`config.mk`:
```
export PLATFORM = sky130hd
export DESIGN_NAME = cram_loader
export DESIGN_NICKNAME = d
export VERILOG_FILES = /design/src/rtl/cram_loader.sv
export SDC_FILE = /design/constraint.sdc
export NUM_CORES = 1
export LEC_CHECK = 0
export CORE_MARGIN = 8
export CORE_UTILIZATION = 45
export DETAILED_ROUTE_END_ITERATION = 7
export PLACE_DENSITY = 0.68
export REMOVE_ABC_BUFFERS = 1
export SYNTH_ARGS = -nofsm -noshare
export SYNTH_HDL_FRONTEND = slang
export SYNTH_SLANG_ARGS = --single-unit
```
`constraint.sdc`:
```
create_clock -name clk -period 2.7 [get_ports clk]
set_input_delay 0.675 -clock clk [delete_from_list [all_inputs] [get_ports clk]]
set_output_delay 0.675 -clock clk [all_outputs]
set_load 0.05 [all_outputs]
```
`src/rtl/cram_loader.sv`:
```
// Configuration RAM loader: turns a stream of parallel bitstream words into one
// serial, MSB-first CFG_BITS frame for the CRAM shift chain.
module cram_loader #(
    parameter int unsigned CFG_BITS   = 232,
    parameter int unsigned WORD_WIDTH = 32
) (
    input  logic                  clk,
    input  logic                  rst,
    input  logic                  start,
    input  logic [WORD_WIDTH-1:0] word_data,
    input  logic                  word_valid,
    output logic                  word_ready,
    output logic                  config_en,
    output logic                  config_data,
    output logic                  busy,
    output logic                  done,
    output logic                  le_nrst
);
    localparam int unsigned WORDS = (CFG_BITS + WORD_WIDTH - 1) / WORD_WIDTH;
    localparam int unsigned PAD   = WORDS * WORD_WIDTH - CFG_BITS;
    localparam int unsigned BW    = $clog2(CFG_BITS + 1);
    localparam int unsigned WCW   = $clog2(WORDS + 1);
    localparam int unsigned SCW   = $clog2(WORD_WIDTH + 1);

    typedef enum logic [1:0] {
        IDLE,
        LOAD,
        DONE
    } state_t;

    state_t                r_state, w_state_nxt;
    logic [BW-1:0]         r_bits_left, w_bits_left_nxt;
    logic [WCW-1:0]        r_words_left, w_words_left_nxt;
    logic [WORD_WIDTH-1:0] r_sreg, w_sreg_nxt;
    logic [SCW-1:0]        r_sr_cnt, w_sr_cnt_nxt;
    logic                  r_first, w_first_nxt;
    logic                  r_config_en, w_config_en_nxt;
    logic                  r_config_data, w_config_data_nxt;
    logic                  r_busy, w_busy_nxt;
    logic                  r_done, w_done_nxt;
    logic                  r_le_nrst, w_le_nrst_nxt;
    logic                  w_take;
    logic [WORD_WIDTH-1:0] w_aligned;

    // r_sr_cnt counts bits still waiting behind the one on config_data, so a new
    // word is taken exactly as the previous word's last bit goes out: no bubble.
    assign word_ready = (r_state == LOAD) && (r_words_left != '0) && (r_sr_cnt == '0);
    assign w_take     = word_ready && word_valid;
    // First word carries the pad in its upper bits; left-justify its payload.
    assign w_aligned  = r_first ? (word_data << PAD) : word_data;

    // Next-state and next-output logic
    always_comb begin
        w_state_nxt       = r_state;
        w_bits_left_nxt   = r_bits_left;
        w_words_left_nxt  = r_words_left;
        w_sreg_nxt        = r_sreg;
        w_sr_cnt_nxt      = r_sr_cnt;
        w_first_nxt       = r_first;
        w_config_en_nxt   = 1'b0;
        w_config_data_nxt = r_config_data;

        case (r_state)
            IDLE: begin
                if (start) begin
                    w_state_nxt      = LOAD;
                    w_bits_left_nxt  = BW'(CFG_BITS);
                    w_words_left_nxt = WCW'(WORDS);
                    w_sr_cnt_nxt     = '0;
                    w_first_nxt      = 1'b1;
                end
            end
            LOAD: begin
                if (w_take) begin
                    w_config_en_nxt   = 1'b1;
                    w_config_data_nxt = w_aligned[WORD_WIDTH-1];
                    w_sreg_nxt        = w_aligned << 1;
                    w_sr_cnt_nxt      = r_first ? SCW'(WORD_WIDTH - PAD - 1) : SCW'(WORD_WIDTH - 1);
                    w_words_left_nxt  = r_words_left - WCW'(1);
                    w_bits_left_nxt   = r_bits_left - BW'(1);
                    w_first_nxt       = 1'b0;
                end else if (r_sr_cnt != '0) begin
                    w_config_en_nxt   = 1'b1;
                    w_config_data_nxt = r_sreg[WORD_WIDTH-1];
                    w_sreg_nxt        = r_sreg << 1;
                    w_sr_cnt_nxt      = r_sr_cnt - SCW'(1);
                    w_bits_left_nxt   = r_bits_left - BW'(1);
                end
                // Final bit is on the chain this cycle
                if (r_config_en && (r_bits_left == '0)) begin
                    w_state_nxt = DONE;
                end
            end
            DONE: begin
                w_state_nxt = IDLE;
            end
            default: begin
                w_state_nxt = IDLE;
            end
        endcase

        w_busy_nxt    = (w_state_nxt != IDLE);
        w_done_nxt    = (w_state_nxt == DONE);
        w_le_nrst_nxt = (w_state_nxt == IDLE);
    end

    always_ff @(posedge clk) begin
        if (rst) begin
            r_state       <= IDLE;
            r_bits_left   <= '0;
            r_words_left  <= '0;
            r_sreg        <= '0;
            r_sr_cnt      <= '0;
            r_first       <= 1'b0;
            r_config_en   <= 1'b0;
            r_config_data <= 1'b0;
            r_busy        <= 1'b0;
            r_done        <= 1'b0;
            r_le_nrst     <= 1'b1;
        end else begin
            r_state       <= w_state_nxt;
            r_bits_left   <= w_bits_left_nxt;
            r_words_left  <= w_words_left_nxt;
            r_sreg        <= w_sreg_nxt;
            r_sr_cnt      <= w_sr_cnt_nxt;
            r_first       <= w_first_nxt;
            r_config_en   <= w_config_en_nxt;
            r_config_data <= w_config_data_nxt;
            r_busy        <= w_busy_nxt;
            r_done        <= w_done_nxt;
            r_le_nrst     <= w_le_nrst_nxt;
        end
    end

    assign config_en   = r_config_en;
    assign config_data = r_config_data;
    assign busy        = r_busy;
    assign done        = r_done;
    assign le_nrst     = r_le_nrst;

endmodule

```
==> results of run 1 <==
[path summary, 6_finish.rpt]
kind	cells past startpoint	from	slack, ns	end
min reg2reg	2	r_words_left[3]$_SDFFE_PP0P_	0.47	r_words_left[3]$_SDFFE_PP0P_
max	6	r_sr_cnt[0]$_SDFFE_PP0P_	0.33	word_ready
min	2	r_words_left[3]$_SDFFE_PP0P_	0.47	r_words_left[3]$_SDFFE_PP0P_
max reg2reg	7	r_words_left[0]$_SDFFE_PP0P_	0.52	r_bits_left[5]$_SDFFE_PP0P_
[synthesized netlist by cell type, drive strengths merged (3+ instances only)]
master  instances
o22ai           7
nand2          11
mux2            7
inv            13
o21ai          61
a21oi          44
nor3           11
buf            10
and3            3
nor2           17
nand3           4
a211o          24
xnor2           3
a211oi          4
a31oi           3
dfxtp          57
ha              5
clkbuf         17
[per-layer routing]
layer | part of all wire [%] | wire [um]
met5 | 0 | 0
met4 | 0.85 | 61
met3 | 6.1 | 441
met2 | 47 | 3354
met1 | 46 | 3338
[per-stage QoR]
step | hold slack [ns] | instance area [sq um]
after CTS | 0.4752 | 3467
after floorplan | 0.4349 | 2661
after global placement | 0.4485 | 3274
after detailed placement | 0.4622 | 3274
after global routing | 0.5129 | 3467
final | 0.4747 | 3467
[power groups by stage]
stage / clock network (mW) / registers [mW] / logic [mW]
2_1_floorplan: 0 / 1.03 / 0.477
3_3_place_gp: 0 / 1.02 / 0.752
3_5_place_dp: 0 / 1.02 / 0.762
4_1_cts: 0.774 / 1.01 / 0.765
5_1_grt: 0.816 / 1.02 / 0.854
6_report: 0.757 / 1.01 / 0.764
[tightest hold or removal path, cell delays in order, from the launching register on]
cell,delay [ns]
dfxtp_1,0.33
inv_1,0.05
a21oi_1,0.05
[layout make-up]
class / count / area, sq um
clock inverter: 2 / 10.01
multi-input combinational: 234 / 1475
fill: 557 / 2489
tap: 75 / 93.84
timing repair buffer: 52 / 515.5
sequential: 57 / 1141
clock buffer: 14 / 182.7
inverter: 13 / 48.80
[sequential cells by signal (all words and copies together), names as in the netlist]
signal	cells
r_sreg	31
r_bits_left	8
r_sr_cnt	6
r_words_left	4
r_state	2
busy	1
config_data	1
config_en	1
done	1
le_nrst	1
r_first	1
[logic make-up after synthesis]
group	count (synthesis)	share of synthesized area (%)
compound gates	157	34.82
xor+xnor	3	0.9436
fa+ha+maj	5	2.246
buf+inv	40	6.200
flops	57	40.97
mux	9	3.549
simple gates	60	11.28
==> impl_metrics.env, run 1 <==
export IMPL_dp_hpwl_um=4510
export IMPL_synth_distinct_cells=50
export IMPL_final_layout_size_suffix_gt1_share_pct=11.83
export IMPL_critical_path_top_delay_family="simple AND/OR/NAND/NOR gates"
export IMPL_ctsHtreeMaxLevel=3
export IMPL_timing_critical_path_required_ns=2.03
export IMPL_globalRouteMet3Util_pct=6.270
export IMPL_syn_area_sq_um=2785
export IMPL_pre_cts_slack_ns=0.2690
export IMPL_power_per_cell_area_nw_per_um2=730.4
export IMPL_max_clock_freq_mhz=421.3
export IMPL_dieHeight_um=94.67
export IMPL_worstSetupEndpointType="primary output"
export IMPL_layout_cells_most_common_list="57 x dfxtp_1, 53 x o21ai_0, 42 x a21oi_1"
export IMPL_yosys_register_bits=57
export IMPL_synth_top_cell_area_share_pct=40.97
export IMPL_number_of_hold_violations_in_the_final_report=0
export IMPL_area_growth_pct=24.48
export IMPL_worst_pin_slew_ns=0.8642
export IMPL_cts_inserted_buffers=9
export IMPL_grt_ovfl_total=0
export IMPL_yosysWarnings=0
export IMPL_syn_mean_instance_area_sq_um=8.414
export IMPL_slew_headroom_pct=42.33
export IMPL_setup_slack_ns=0.3265
export IMPL_critical_path_class="register to primary output"
export IMPL_cp_start_kind="register"
export IMPL_postSynthCellCount=331
export IMPL_cell_at_the_root_of_the_clock_tree="clkbuf_8"
export IMPL_placement_io_buffers=41
export IMPL_worstPathMaxFanout=5
export IMPL_fin_worst_skew_ns=0.005909
export IMPL_switching_power_uw=852.4
export IMPL_io_pins=42
export IMPL_grt_antenna_before_repair=0
export IMPL_timing_critical_path_buf_inv=2
export IMPL_critical_path_cell_chain="inv_1 > ha_1 > nor2b_1 > and2_1 > and3_1 > buf_12"
export IMPL_most_common_cell_after_layout_fill_and_taps_aside="dfxtp_1"
export IMPL_met2_grt_util_pct=26.01
export IMPL_sequential_cell_area_fraction_in_the_yosys_report_pct=40.97
export IMPL_num_nets_final=408
export IMPL_leakage_nw=1.286
export IMPL_design_power_total_mw=2.532
export IMPL_initial_utilization_pct=46.76
export IMPL_pint_mw=1.680
export IMPL_number_of_max_slew_violations_in_the_final_report=0
export IMPL_status="finished, final reports clean"
export IMPL_rsz0062_at_grt="no"
export IMPL_first_global_vias=2621
export IMPL_cts_resized=0
export IMPL_dieArea_sq_um=8962
export IMPL_chipWidth_um=94.67
export IMPL_cts_post_setup_buffers_inserted=0
export IMPL_global_route_peak_usage_layer="met2"
export IMPL_fin_crit_sh_pct=87.91
export IMPL_insertedDiodeCount=0
export IMPL_ys_flop_type="dfxtp_1"
export IMPL_synthTopCellsByArea="dfxtp_1 41%, o21ai_0 9.5%, a21oi_1 7.7%"
export IMPL_final_cell_utilization_of_the_core_pct=58.21
export IMPL_power_frac_seq_pct=39.9
export IMPL_detailroute_via_count=2615
export IMPL_longest_clk_path_bufs=2
export IMPL_grt_util_all_layers_pct=17.18
export IMPL_drt_initial_drc_count=237
export IMPL_grt_pass1_wl_um=12310
export IMPL_drv_cap=0
export IMPL_cts_tree="yes"
export IMPL_fin_cells=447
export IMPL_power_share_switching_pct=33.66
export IMPL_placementRows=28
export IMPL_ant_nets=0
export IMPL_routed_via_density=5.850
export IMPL_layout_min_cycle_time_ns=2.373
export IMPL_drt_pass1_iterations=4
export IMPL_clk_pin_slew_ns=0.07
export IMPL_fp_coreArea_sq_um=5956
export IMPL_drt_total_wl_um=7196
export IMPL_yosys_area_top_type="dfxtp_1"
export IMPL_grt_max_degree=38
export IMPL_clock_network_fraction_of_design_power_pct=29.9
export IMPL_synth_async_sr_flop_share_pct=0
export IMPL_place_congestion=0.7850
export IMPL_placed_cells_incl_taps=431
export IMPL_max_vdd_ir_drop_mv=0.3627
export IMPL_timing_critical_path_arrival_ns=1.70
export IMPL_critical_path_slowest_cell="dfxtp_1"
export IMPL_comb_power_share_pct=30.2
export IMPL_worst_skew_pair_late_latency_ns=0.33
export IMPL_numClockSinks=57
export IMPL_report_final_setup_viol=0
export IMPL_cts_hold_buf=0
export IMPL_final_sum_of_negative_setup_slack_ns=0
export IMPL_max_stage_delay_ns=0.31
export IMPL_average_wire_per_cell_in_the_routed_design_um=16.10
export IMPL_number_of_enable_flip_flop_cells_after_synthesis=0
export IMPL_timing_hold_worst_class="register to register"
export IMPL_detail_route_drc_violations=0
export IMPL_gr_usage_met1_pct=22.33
No activity file was read; power rests on OpenSTA's default activity.
==> inputs of run 2 (changes only) <==
ABC_AREA = 1   (was unset)
==> run 2 against run 1 <==
  * Synthesized cell count grew 39%
  * Maximum frequency increased by 8.0%
  * Critical endpoint unchanged
  * Hold slack worse by 0.00073 ns
  * Largest cell class unchanged
  * Routed wire length fell by 7.0%
  * Register-to-register slack improved by 0.22 ns
==> impl_metrics.env, run 2 <==
export IMPL_power_per_cell_area_nw_per_um2=703.2
export IMPL_synth_top_cell_area_share_pct=37.67
export IMPL_final_layout_size_suffix_gt1_share_pct=9.054
export IMPL_fillers=677
export IMPL_placement_io_buffers=41
export IMPL_worst_skew_pair_late_latency_ns=0.34
export IMPL_most_common_cell_after_layout_fill_and_taps_aside="nand2_1"
export IMPL_leakage_nw=1.666
export IMPL_sequential_cell_area_fraction_in_the_yosys_report_pct=37.67
export IMPL_initial_utilization_pct=45.59
export IMPL_synth_top_cells_by_count="135 x nand2_1, 91 x nor2_1, 57 x dfxtp_1, 45 x o21ai_0, 22 x inv_1"
export IMPL_clk_pin_slew_ns=0.06
export IMPL_cts_inserted_buffers=9
export IMPL_rsz0062_at_grt="no"
export IMPL_grt_antenna_before_repair=0
export IMPL_layout_cells_most_common_list="135 x nand2_1, 91 x nor2_1, 57 x dfxtp_1"
export IMPL_chipWidth_um=98.05
export IMPL_r2r_end="r_sr_cnt[0]$_SDFFE_PP0P_"
export IMPL_dieHeight_um=98.05
export IMPL_yosys_area_top_type="dfxtp_1"
export IMPL_cts_resized=0
export IMPL_ctsHtreeMaxLevel=3
export IMPL_max_clock_freq_mhz=455.0
export IMPL_dp_hpwl_um=4218
export IMPL_cts_tree="yes"
export IMPL_first_global_vias=2752
export IMPL_cp_start_kind="register"
export IMPL_synth_distinct_cells=29
export IMPL_drv_cap=0
export IMPL_fp_coreArea_sq_um=6644
export IMPL_timing_critical_path_arrival_ns=1.52
export IMPL_insertedDiodeCount=0
export IMPL_synthTopCellsByArea="dfxtp_1 38%, nand2_1 17%, nor2_1 11%"
export IMPL_worst_pin_slew_ns=0.9090
export IMPL_drt_initial_drc_count=149
export IMPL_top_register="r_sreg"
export IMPL_r2r_worst_path_cells=11
export IMPL_largest_register_ffs=31
export IMPL_yosysWarnings=0
export IMPL_synth_async_sr_flop_share_pct=0
export IMPL_detailroute_via_count=2799
export IMPL_timing_hold_worst_path_depth=2
export IMPL_r2r_slack_ns=0.74
export IMPL_layout_min_cycle_time_ns=2.198
export IMPL_number_of_enable_flip_flop_cells_after_synthesis=0
export IMPL_longest_clk_path_bufs=2
export IMPL_grt_util_all_layers_pct=14.68
export IMPL_cts_hold_buf=0
export IMPL_syn_area_sq_um=3029
export IMPL_fin_worst_skew_ns=0.01211
export IMPL_status="finished, final reports clean"
export IMPL_report_final_setup_viol=0
export IMPL_dieArea_sq_um=9613
export IMPL_postSynthCellCount=461
export IMPL_fin_crit_sh_pct=81.40
export IMPL_worstSetupEndpointType="primary output"
export IMPL_ys_flop_type="dfxtp_1"
export IMPL_endpoint="word_ready"
export IMPL_number_of_hold_violations_in_the_final_report=0
export IMPL_area_growth_pct=20.61
export IMPL_yosys_register_bits=57
export IMPL_cts_post_setup_buffers_inserted=0
export IMPL_grt_max_degree=66
export IMPL_detail_route_drc_violations=0
export IMPL_average_wire_per_cell_in_the_routed_design_um=11.59
export IMPL_r2r_start="r_sr_cnt[0]$_SDFFE_PP0P_"
export IMPL_fin_cells=577
export IMPL_final_seq_area_sq_um=1141
export IMPL_multi_input_gate_area_in_the_final_layout_sq_um=1623
export IMPL_placementRows=30
export IMPL_syn_mean_instance_area_sq_um=6.571
export IMPL_timing_critical_path_required_ns=2.03
export IMPL_ant_nets=0
export IMPL_number_of_max_slew_violations_in_the_final_report=0
export IMPL_final_sum_of_negative_setup_slack_ns=0
export IMPL_slew_headroom_pct=39.34
export IMPL_startpoint="r_state[0]$_SDFF_PP0_"
export IMPL_drt_total_wl_um=6690
export IMPL_num_nets_final=533
export IMPL_cell_at_the_root_of_the_clock_tree="clkbuf_8"
export IMPL_critical_path_class="register to primary output"
export IMPL_place_congestion=0.7852
export IMPL_max_vdd_ir_drop_mv=0.2882
export IMPL_grt_pass1_wl_um=11940
export IMPL_routed_via_density=4.851
export IMPL_grt_ovfl_total=0
export IMPL_timing_hold_worst_class="register to register"
export IMPL_numClockSinks=57
export IMPL_placed_cells_incl_taps=561
export IMPL_post_synth_top_count_cell="nand2_1"
export IMPL_leading_registers_by_flop_count="r_sreg (31), r_bits_left (8), r_sr_cnt (6)"
export IMPL_io_pins=42
export IMPL_drt_pass1_iterations=4
export IMPL_worstPathMaxFanout=11
[run 2: cell types whose count changed in the layout (fill, tap and decap cells not counted), moves of 6 or more]
| cell | before | now |
|---|---|---|
| o21ai_2 | 1 | 9 |
| inv_1 | 13 | 22 |
| a21oi_1 | 42 | 12 |
| nor2_1 | 16 | 91 |
| nor3_1 | 10 | 4 |
| mux2_2 | 7 | 0 |
| o22ai_1 | 7 | 0 |
| nand3_1 | 4 | 17 |
| o21ai_0 | 53 | 45 |
| a211o_1 | 24 | 0 |
| nand2_1 | 10 | 135 |
[run 2: cells by family after synthesis]
logic type,synth area share (%)
flip-flops,37.67
adder cells (fa/ha/maj),2.065
XOR/XNOR,1.446
AO/OA/AOI/OAI,14.33
buffers and inverters,8.757
AND/OR/NAND/NOR,35.73
[run 2: power breakdown]
part	total, mW	switching (mW)	internal [mW]	leakage, nW
Clock	0.927	0.356	0.571	0.109
Combinational	0.638	0.381	0.256	1.09
Sequential	1.01	0.0606	0.944	0.468
Total	2.57	0.798	1.77	1.67
[run 2: routing by layer]
metal / global-route usage [%] / vias to the layer above / routed length [um]
li1: - / 1516 / -
met1: 18.37 / 1216 / 3433
met2: 23.34 / 59 / 2843
met3: 4.410 / 8 / 320
met4: 5.036 / 0 / 92
met5: 0 / - / 0
[run 2: worst min path at each step]
stage	start	end	slack, ns
final	r_sreg[1]$_SDFFE_PP0P_	r_sreg[1]$_SDFFE_PP0P_	0.47
after global routing	r_sreg[1]$_SDFFE_PP0P_	r_sreg[1]$_SDFFE_PP0P_	0.49
after CTS	r_sreg[1]$_SDFFE_PP0P_	r_sreg[1]$_SDFFE_PP0P_	0.48
after detailed placement	r_sreg[1]$_SDFFE_PP0P_	r_sreg[1]$_SDFFE_PP0P_	0.46
after global placement	r_sreg[1]$_SDFFE_PP0P_	r_sreg[1]$_SDFFE_PP0P_	0.46
after floorplan	r_sreg[1]$_SDFFE_PP0P_	r_sreg[1]$_SDFFE_PP0P_	0.44
[run 2: final cells by class]
cell class	instances	area share, %
Multi-Input combinational cell	351	44.42
Sequential cell	57	31.23
Timing Repair Buffer	46	12.53
Clock buffer	12	4.247
Inverter	27	2.774
Tap cell	80	2.740
Clock inverter	4	2.055
[run 2: worst max-delay path: stages, from the launching register on]
cell and delay (ns):
dfxtp_1 0.37, nand2_4 0.12, inv_2 0.21, nand2_1 0.14
nor2_1 0.13, buf_4 0.22
[run 2: metrics by stage]
step                      hold slack, ns  utilization [%]  total power, mW  worst slack (ns)  instance area, sq um
after floorplan                   0.4393                -            1.474            0.4545                  2865
after global placement            0.4560            51.53            1.649            0.4046                  3423
after detailed placement          0.4607            51.53            1.660            0.3928                  3423
after CTS                         0.4759            54.99            2.585            0.4852                  3654
after global routing              0.4932            54.99            2.738            0.3735                  3654
final                             0.4740            54.99            2.569            0.5022                  3654
==> inputs of run 3 (changes only) <==
clock period = 2.1 ns   (was 2.7 ns; I/O delays follow)
==> run 3 against run 2 <==
  * Flip-flop and latch count did not move
  * Via count is 2.0% higher
  * Highest routed layer unchanged
  * Sequential power grew 28%
  * Count of clock-buffer cells in the layout down 3
  * Critical endpoint is now config_en
  * Largest cell class unchanged
  * First-iteration DRC count fell by 35%
  * Largest power group unchanged
==> impl_metrics.env, run 3 (synthesized netlist as in run 2, its figures left out) <==
export IMPL_status="finished, final reports clean"
export IMPL_grt_max_degree=47
export IMPL_clk_pin_slew_ns=0.08
export IMPL_layout_min_cycle_time_ns=2.006
export IMPL_startpoint="config_en$_SDFF_PP0_"
export IMPL_pre_cts_slack_ns=0.1173
export IMPL_placementRows=30
export IMPL_critical_path_slowest_cell="clkdlybuf4s50_1"
export IMPL_top_register="r_sreg"
export IMPL_r2r_slack_ns=0.33
export IMPL_max_stage_delay_ns=0.80
export IMPL_critical_path_cell_chain="clkdlybuf4s50_1"
export IMPL_cts_tree="yes"
export IMPL_final_layout_size_suffix_gt1_share_pct=10.54
export IMPL_fin_crit_sh_pct=95.54
export IMPL_most_common_cell_after_layout_fill_and_taps_aside="nand2_1"
export IMPL_number_of_max_slew_violations_in_the_final_report=0
export IMPL_timing_critical_path_arrival_ns=1.48
export IMPL_dp_hpwl_um=4396
export IMPL_drt_initial_drc_count=97
export IMPL_fin_cells=583
export IMPL_num_nets_final=539
export IMPL_chipWidth_um=98.05
export IMPL_insertedDiodeCount=0
export IMPL_layout_cells_most_common_list="135 x nand2_1, 90 x nor2_1, 57 x dfxtp_1"
export IMPL_post_layout_inst_area_sq_um=3764
export IMPL_worstPathMaxFanout=2
export IMPL_numClockSinks=57
export IMPL_cell_at_the_root_of_the_clock_tree="clkbuf_8"
export IMPL_dieHeight_um=98.05
export IMPL_initial_utilization_pct=45.59
export IMPL_placed_cells_incl_taps=567
export IMPL_fillers=657
export IMPL_ctsHtreeMaxLevel=3
export IMPL_timing_hold_worst_start="r_sreg[1]$_SDFFE_PP0P_"
export IMPL_number_of_hold_violations_in_the_final_report=0
export IMPL_longest_clk_path_bufs=2
export IMPL_dieArea_sq_um=9613
export IMPL_worst_skew_pair_late_latency_ns=0.34
export IMPL_largest_register_ffs=31
export IMPL_io_pins=42
export IMPL_placement_io_buffers=41
export IMPL_cp_start_kind="register"
export IMPL_setup_slack_ns=0.09366
export IMPL_critical_path_class="register to primary output"
export IMPL_rsz0062_at_grt="no"
export IMPL_final_seq_area_sq_um=1141
export IMPL_grt_ovfl_total=0
export IMPL_first_global_vias=2804
export IMPL_power_frac_seq_pct=38.9
export IMPL_switching_power_mw=1.071
export IMPL_leading_registers_by_flop_count="r_sreg (31), r_bits_left (8), r_sr_cnt (6)"
export IMPL_power_per_cell_area_nw_per_um2=885.0
export IMPL_max_vdd_ir_drop_mv=0.3676
export IMPL_final_sum_of_negative_setup_slack_ns=0
export IMPL_max_clock_freq_mhz=498.4
export IMPL_drt_pass1_iterations=4
export IMPL_timing_critical_path_buf_inv=1
export IMPL_r2r_start="r_words_left[0]$_SDFFE_PP0P_"
export IMPL_comb_power_share_pct=26.2
export IMPL_grt_pass1_wl_um=12250
export IMPL_critical_path_top_delay_family="buffers and inverters"
export IMPL_cts_inserted_buffers=9
export IMPL_dpl_cell_area_sq_um=3531
export IMPL_detail_route_drc_violations=0
export IMPL_worst_pin_slew_ns=0.4986
export IMPL_multi_input_gate_area_in_the_final_layout_sq_um=1630
export IMPL_area_growth_pct=24.25
export IMPL_detailroute_via_count=2855
export IMPL_grt_util_all_layers_pct=15.02
export IMPL_timing_hold_worst_class="register to register"
export IMPL_report_final_setup_viol=0
export IMPL_drt_total_wl_um=6791
export IMPL_leakage_nw=1.714
export IMPL_worstSetupEndpointType="primary output"
export IMPL_grt_antenna_before_repair=0
export IMPL_fin_worst_skew_ns=0.01245
export IMPL_place_congestion=0.7508
export IMPL_drv_cap=0
export IMPL_fp_coreArea_sq_um=6644
export IMPL_timing_critical_path_required_ns=1.57
export IMPL_power_share_switching_pct=32.15
export IMPL_routed_via_density=4.897
export IMPL_slew_headroom_pct=66.65
export IMPL_clock_network_fraction_of_design_power_pct=35.0
export IMPL_ant_nets=0
export IMPL_pint_mw=2.260
export IMPL_average_wire_per_cell_in_the_routed_design_um=11.65
-- run 3: changes by cell type in the layout (fill, tap and decap cells not counted), sizes merged --
cell and delta:
buf +6, clkinv +1, inv +2, clkbuf -3
-- run 3: final timing paths --
kind	depth (start not counted)	to
min reg2reg	2	r_sreg[1]$_SDFFE_PP0P_
max	1	config_en
min	2	r_sreg[1]$_SDFFE_PP0P_
max reg2reg	11	r_words_left[1]$_SDFFE_PP0P_
-- run 3: cell type report --
class	instances	area share [%]
clock buffer	9	3.291
clock inverter	7	2.693
inverter	27	2.693
multi-input combinational	351	43.32
sequential	57	30.32
tap	80	2.660
timing repair buffer	52	15.03
-- run 3: layer usage --
| layer | GRT usage, % | wire (um) | vias up |
|---|---|---|---|
| met5 | 0 | 0 | - |
| met4 | 5.036 | 58 | 0 |
| met3 | 4.339 | 251 | 5 |
| met2 | 24.87 | 3036 | 48 |
| met1 | 18.14 | 3444 | 1271 |
| li1 | - | - | 1531 |
-- run 3: worst register-to-register path: stages, from the launching register on --
cell,delay (ns)
dfxtp_1,0.37
inv_1,0.09
ha_1,0.20
nand2_1,0.06
nand2_1,0.11
inv_1,0.09
nand3_2,0.10
buf_4,0.22
nand2_1,0.18
o21ai_0,0.11
o21ai_0,0.09
nor2_1,0.05
-- run 3: timing repair --
item | in CTS | in global routing
hold buffers | 0 | 0
endpoints found under the setup margin | 0 | 1
buffers inserted | 0 | 0
resized for setup | 0 | 2
-- run 3: through the flow --
stage                     utilization (%)  power, mW  hold slack (ns)
after floorplan                         -      1.896           0.4393
after global placement              53.14      2.168           0.4539
after detailed placement            53.14      2.183           0.4762
after CTS                           56.53      3.354           0.4864
after global routing                56.65      3.545           0.5276
final                               56.65      3.331           0.4859
-- run 3: power groups by stage --
stage	logic [mW]	clock network (mW)	registers, mW
2_1_floorplan	0.570	0	1.33
3_3_place_gp	0.855	0	1.31
3_5_place_dp	0.867	0	1.32
4_1_cts	0.873	1.19	1.29
5_1_grt	0.999	1.23	1.31
6_report	0.872	1.16	1.29
